### src/rtl/debounce_pkg.sv
// Shared types for the debounce_signal block.
package debounce_pkg;

  // Qualification FSM states: idle/matched vs. candidate change being timed.
  typedef enum logic {
    DB_STABLE = 1'b0,
    DB_CHECK  = 1'b1
  } db_state_e;

endpackage

### src/rtl/debounce_signal_sync_chain.sv
// Multi-flop synchronizer for a single asynchronous bit; q is the last flop.
module sync_chain #(
  parameter int unsigned STAGES      = 2,
  parameter logic        RESET_LEVEL = 1'b1
) (
  input  logic clk,
  input  logic reset,
  input  logic d,
  output logic q
);

  logic [STAGES-1:0] chain_q;

  // Plain shift chain; no logic between flops so metastability has a full cycle to settle.
  always_ff @(posedge clk) begin
    if (!reset) begin
      chain_q <= {STAGES{RESET_LEVEL}};
    end else begin
      chain_q <= {chain_q[STAGES-2:0], d};
    end
  end

  assign q = chain_q[STAGES-1];

endmodule

### src/rtl/debounce_signal.sv
// Debouncer: synchronizes a bouncing input, requires DEBOUNCE_CYCLES consecutive
// differing samples before flipping sig_out, strobes toggled on each flip and
// counts aborted qualifications (saturating).
module debounce_signal
  import debounce_pkg::*;
#(
  parameter int unsigned DEBOUNCE_CYCLES = 1_000_000,
  parameter int unsigned SYNC_STAGES     = 2,
  parameter logic        RESET_LEVEL     = 1'b1,
  parameter int unsigned BOUNCE_W        = 8
) (
  input  logic                clk,
  input  logic                reset,
  input  logic                sig_in,
  input  logic                bounce_clr,
  output logic                sig_out,
  output logic                toggled,
  output logic                busy,
  output logic [BOUNCE_W-1:0] bounce_count
);

  localparam int unsigned CNT_W = $clog2(DEBOUNCE_CYCLES + 1);
  localparam logic [CNT_W-1:0] CNT_LAST = CNT_W'(DEBOUNCE_CYCLES - 1);

  if (DEBOUNCE_CYCLES < 1) begin : g_bad_cycles
    $error("debounce_signal: DEBOUNCE_CYCLES must be >= 1");
  end
  if (SYNC_STAGES < 2) begin : g_bad_stages
    $error("debounce_signal: SYNC_STAGES must be >= 2");
  end

  logic                sync;
  db_state_e           state_q, state_d;
  logic [CNT_W-1:0]    cnt_q, cnt_d;
  logic                sig_q, sig_d;
  logic                tog_q, tog_d;
  logic                busy_q;
  logic [BOUNCE_W-1:0] bounce_q, bounce_d;
  logic                abort;

  sync_chain #(
    .STAGES      (SYNC_STAGES),
    .RESET_LEVEL (RESET_LEVEL)
  ) u_sync (
    .clk   (clk),
    .reset (reset),
    .d     (sig_in),
    .q     (sync)
  );

  // State, counter and output registers.
  always_ff @(posedge clk) begin
    if (!reset) begin
      state_q  <= DB_STABLE;
      cnt_q    <= '0;
      sig_q    <= RESET_LEVEL;
      tog_q    <= 1'b0;
      busy_q   <= 1'b0;
      bounce_q <= '0;
    end else begin
      state_q  <= state_d;
      cnt_q    <= cnt_d;
      sig_q    <= sig_d;
      tog_q    <= tog_d;
      busy_q   <= (state_d == DB_CHECK);
      bounce_q <= bounce_d;
    end
  end

  // Next-state: qualify a candidate change, flip on the last qualifying cycle, abort on return.
  always_comb begin
    state_d = state_q;
    cnt_d   = cnt_q;
    sig_d   = sig_q;
    tog_d   = 1'b0;
    abort   = 1'b0;
    unique case (state_q)
      DB_STABLE: begin
        if (sync != sig_q) begin
          if (DEBOUNCE_CYCLES == 1) begin
            sig_d = sync;
            tog_d = 1'b1;
          end else begin
            state_d = DB_CHECK;
            cnt_d   = CNT_W'(1);
          end
        end else begin
          cnt_d = '0;
        end
      end
      DB_CHECK: begin
        if (sync == sig_q) begin
          abort   = 1'b1;
          state_d = DB_STABLE;
          cnt_d   = '0;
        end else if (cnt_q == CNT_LAST) begin
          sig_d   = sync;
          tog_d   = 1'b1;
          state_d = DB_STABLE;
          cnt_d   = '0;
        end else begin
          cnt_d = cnt_q + CNT_W'(1);
        end
      end
      default: begin
        state_d = DB_STABLE;
        cnt_d   = '0;
      end
    endcase
  end

  // Bounce counter: clear has priority over an abort on the same edge; saturates at all-ones.
  always_comb begin
    bounce_d = bounce_q;
    if (bounce_clr) begin
      bounce_d = '0;
    end else if (abort && (bounce_q != '1)) begin
      bounce_d = bounce_q + BOUNCE_W'(1);
    end
  end

  assign sig_out      = sig_q;
  assign toggled      = tog_q;
  assign busy         = busy_q;
  assign bounce_count = bounce_q;

endmodule

### config.mk
export PLATFORM = sky130hd
export DESIGN_NAME = debounce_signal
export DESIGN_NICKNAME = d
export VERILOG_FILES = /design/src/rtl/debounce_pkg.sv /design/src/rtl/debounce_signal_sync_chain.sv /design/src/rtl/debounce_signal.sv
export SDC_FILE = /design/constraint.sdc
export NUM_CORES = 1
export LEC_CHECK = 0
export ABC_CLOCK_PERIOD_IN_PS = 2100
export CORE_UTILIZATION = 52
export CTS_CLUSTER_DIAMETER = 50
export DETAILED_ROUTE_END_ITERATION = 12
export PLACE_DENSITY = 0.78
export SKIP_LAST_GASP = 1
export SLEW_MARGIN = 20
export SYNTH_ARGS = -nofsm -noshare
export SYNTH_HDL_FRONTEND = slang
export SYNTH_SLANG_ARGS = --single-unit
### constraint.sdc
create_clock -name clk -period 2.1 [get_ports clk]
set_clock_uncertainty 0.05 [all_clocks]
set_input_delay 0.315 -clock clk [delete_from_list [all_inputs] [get_ports clk]]
set_output_delay 0.315 -clock clk [all_outputs]
set_load 0.02 [all_outputs]
* After elaboration in Yosys (flattened, before gate mapping) *
Cells that the tools add are included.

storage, ports and cells
  register bits = 33
  input bits = 4

cells by class
  add/sub/neg operators = 2
  equal/unequal tests = 4
  muxes and demuxes = 11
  bitwise operators = 3
  reduce and logical (&&, ||, !) cells = 4

operators by type and width
  cell                     number
  $mux W20                 2
  $pmux W20 S2             1
  $add A20 B1 Y20 const B  1
  $eq A20 B20 Y1 const B   1
  $add A8 B1 Y8 const B    1
  $ne A8 B8 Y1 const B     1
  $mux W1                  7
  $not A1 Y1               3
  $reduce_and A3 Y1        1
  $reduce_or A3 Y1         1
  $pmux W1 S2              1
  $reduce_or A2 Y1         1
  $eq A1 B1 Y1             1
  $logic_and A1 B1 Y1      1
  $ne A1 B1 Y1             1

* Longest topological paths before layout *
  depth in word-level cells = 4
  mapped depth = 6

* Hierarchy *
A second synthesis with hierarchy kept.

second synthesis, totals
  cells, all modules = 166
  area, all modules = 1491.4 µm²

by module, submodules not included
  module           times used  cells an instance  area an instance (µm²)
  debounce_signal  1           162                1438.9
  sync_chain       1           4                  52.6

* Worst setup path after synthesis *
OpenSTA, ideal clock, no wires.

  path type = register -> register
  start = reg bounce_q[0], in the netlist bounce_count[0]
  end = reg bounce_q[7], in the netlist bounce_count[7]
  arrival = 1748 ps
  path slack = 232 ps
  cell stages (with the launch flop) = 6
  path buffers = 0
  clock period less this slack = 1868 ps
  cells stage by stage = dfxtp_1 > ha_1 > and4_4 > a211o_1 > or4_1 > a21oi_1

on the way
  word-level cells in the longest chain between the ends = 2
  elaborated cells on any way between the ends = 3
  those cells by class = 1 x add/sub; 1 x eq/ne; 1 x reduce/logical

ends and longest elaborated chain
  element                                                                line                   RTL
  start, declared                                                        debounce_signal.sv:38  logic [BOUNCE_W-1:0] bounce_q, bounce_d;
  start signal, assigned                                                 debounce_signal.sv:66  bounce_q <= bounce_d;
  parallel branches: the longest is 2 deep, another holds $add A8 B1 Y8  n/a

Several ways; the timed one is not identified.
A chain may end at the register's enable or synchronous reset.

* Worst setup path in the final report *
  start = reg bounce_q[0], in the netlist bounce_count[0]
  end = reg bounce_q[5], in the netlist bounce_count[5]

The elaborated chain is that of the path after synthesis.

==> flow_summary.toml <==
[placement]
place_hpwl_um = 1970
finalWeightedCongestion = 0.795
place_area_um2 = 1660
dpl.cell_count = 208
port_buffers = 14

[clock_network]
cts_tree = "built"
clk_pin_slew_ps = 100
root_buffer = "clkbuf_4"
clock_latency_ps = 330
clockBufferDepth = 2
cts_inserted_buffers = 5
postCtsHoldBufs = 0
clock-sinks = 33
htreeDepth = 2
post_cts_buffers = 0
cts_resized = 0

[critical_path]
rrSetupSlack_ps = 90
path_buf_inv = 0
max_stage_delay_ps = 520
arrival_ps = 2230
path_depth = 5
reg2regPathDepth = 5
cp_cell_sequence = "ha_1 > and4_4 > a211o_1 > or4_1 > a21oi_1"
start_kind = "register"
slowest_stage = "or4_1"
end_kind = "register"
critPathRequiredTime_ps = 2320
reg2reg_to = "bounce_count[5]"
crit_type = "reg -> reg"
crit_family = "simple AND/OR/NAND/NOR gates"
r2r-start = "bounce_count[0]"
critPathMaxFanout = 14

[synthesis]
synth_nets = 173
synth_top_cell_area_share_pct = 44.4
seq_area_frac_synth_pct = 44.4
synth_area_um2 = 1490
synth_area_leaders = "dfxtp_1, xor2_1, nor2_1, a21oi_1, nand3_1"
ys_seq_elements = 33
yosysWarnings = 0
async_flop_share_pct = 0
yosysMostFrequentCell = "dfxtp_1"
synth_common_cells = "dfxtp_1, nor2_1, xor2_1"
synthCells = 167
ys.flop_type = "dfxtp_1"
syn_avg_cell_area_um2 = 8.90
ys_types = 37
yosys.area.top_type = "dfxtp_1"
synth_edf_count = 0

[grt]
grt_pass1_vias = 1183
grt_first_pass_wirelength_um = 5010
antenna_found_initial = 0
grt_start_max_net_pins = 20
gr-total-overflow = 0
use_met3_pct = 5.62
gr-usage-met2_pct = 33.0
grtUsageMet1_pct = 24.4
track_usage_pct = 20.5
grt.busiest_layer = "met2"

[timing]
report.final.slew_viol_count = 0
rsz0062_at_grt = "false"
fin_crit_ps = 2010
max_freq_mhz = 498
fin_tns_setup_ps = 0
worstMarginPinSlew_ps = 378
slew_headroom_pct = 74.8
whs_ps = 374
finalSetupViolations = 0
hold_violations = 0
timing.final.crit_share_pct = 95.6

[floorplan]
die_h_um = 55.5
dieArea_um2 = 3080
start_util_pct = 54.4
die_x_um = 55.5
core_um2 = 2730
rows = 19
io_pins = 15

[drt]
remaining_drc_errors = 0
via_per_inst = 5.84
drt-total-wl_um = 2810
ant_nets = 0
dr.pass1.iters = 4
drtIter0Drc = 38
via_count = 1262
wl_per_cell_um = 13.0

[layout]
nets = 190
fillCellCount = 242
utilization_pct = 62.5
syn_to_final_growth_pct = 15.0
final_cell_area_um2 = 1710
diodes = 0
drive_gt1_share_pct = 8.11
final_cells = 216

[power]
power_leakage_nw = 0.561
p_int_uw = 768
power.share.clock_pct = 34.2
peakVddDrop_v = 0.000493
power.switching_uw = 226
p_comb_share_pct = 2.3
power_density_nw_per_um2 = 581
seqPwrFrac_pct = 63.5
swShare_pct = 22.7

[hold_path]
hp-start = "u_sync.chain_q[0]"
whs_endpoint = "u_sync.chain_q[1]"
worst_hold_path_type = "reg -> reg"
whs_path_depth = 1

[job]
cap_viol_max_count = 0

[run_status]
status = "complete, no violations"
[registers in the layout (all words and copies together) (netlist names)]
name	cells
cnt_q	20
bounce_count	8
u_sync.chain_q	2
busy	1
sig_out	1
toggled	1
[metrics by stage]
| stage | total power [mW] | worst slack, ps |
|---|---|---|
| final | 0.993 | 93.2 |
| after global routing | 1.03 | 1.23 |
| after CTS | 1.00 | 96.2 |
| after detailed placement | 0.668 | 121 |
| after global placement | 0.667 | 176 |
| after floorplan | 0.657 | 232 |
[layer usage]
layer  up-vias  wire length, um
met5         -                0
met4         0               59
met3         8              106
met2        22             1380
met1       602             1260
li1        630                -
[power by group through the flow]
stage	Sequential, mW	Combinational [mW]	Clock, mW
detailed placement	0.645	0.0229	0
finish	0.631	0.0229	0.340
CTS	0.631	0.0229	0.350
global route	0.631	0.0255	0.371
global placement	0.645	0.0225	0
floorplan	0.646	0.0112	0
[layout make-up]
type | instances | area, um^2 | area share, %
multi-input cells | 121 | 761 | 44.5
flip-flops and latches | 33 | 661 | 38.7
clock buffers | 6 | 41.3 | 2.42
clock inverters | 2 | 10.0 | 0.586
inverters | 6 | 22.5 | 1.32
repair buffers | 17 | 175 | 10.2
well taps | 31 | 38.8 | 2.27
[kinds of logic (layout without fill, tap and decap cells)]
| kind of cell | count (synthesis) | count (layout) | synth area share (%) |
|---|---|---|---|
| buffers and inverters | 13 | 31 | 4.38 |
| adder cells (fa/ha/maj) | 2 | 2 | 1.68 |
| AO/OA/AOI/OAI | 28 | 28 | 11.5 |
| XOR/XNOR | 14 | 14 | 8.25 |
| AND/OR/NAND/NOR | 76 | 76 | 29.0 |
| multiplexers | 1 | 1 | 0.673 |
| flip-flops | 33 | 33 | 44.4 |
[placed cells by master (no fill, tap or decap), drive strengths merged, types with 2 or more instances in the layout]
| master | n |
|---|---|
| or4 | 4 |
| xor2 | 13 |
| nand2 | 10 |
| and2 | 3 |
| nand3 | 11 |
| o21ai | 9 |
| and3 | 4 |
| nand4 | 7 |
| clkdlybuf4s50 | 14 |
| clkbuf | 6 |
| nor2 | 18 |
| ha | 2 |
| inv | 6 |
| nand2b | 3 |
| o31ai | 3 |
| and4 | 4 |
| dfxtp | 33 |
| or3 | 7 |
| clkinv | 2 |
| a21oi | 11 |
| buf | 3 |
[how the worst max path moves through the flow]
stage | from | to | slack, ps
global route | bounce_count[0] | bounce_count[5] | 1
detailed placement | bounce_count[0] | bounce_count[5] | 120
CTS | bounce_count[0] | bounce_count[5] | 100
floorplan | bounce_count[0] | bounce_count[7] | 230
finish | bounce_count[0] | bounce_count[5] | 90
global placement | bounce_count[0] | bounce_count[5] | 180
No activity file was read; power rests on OpenSTA's default activity.
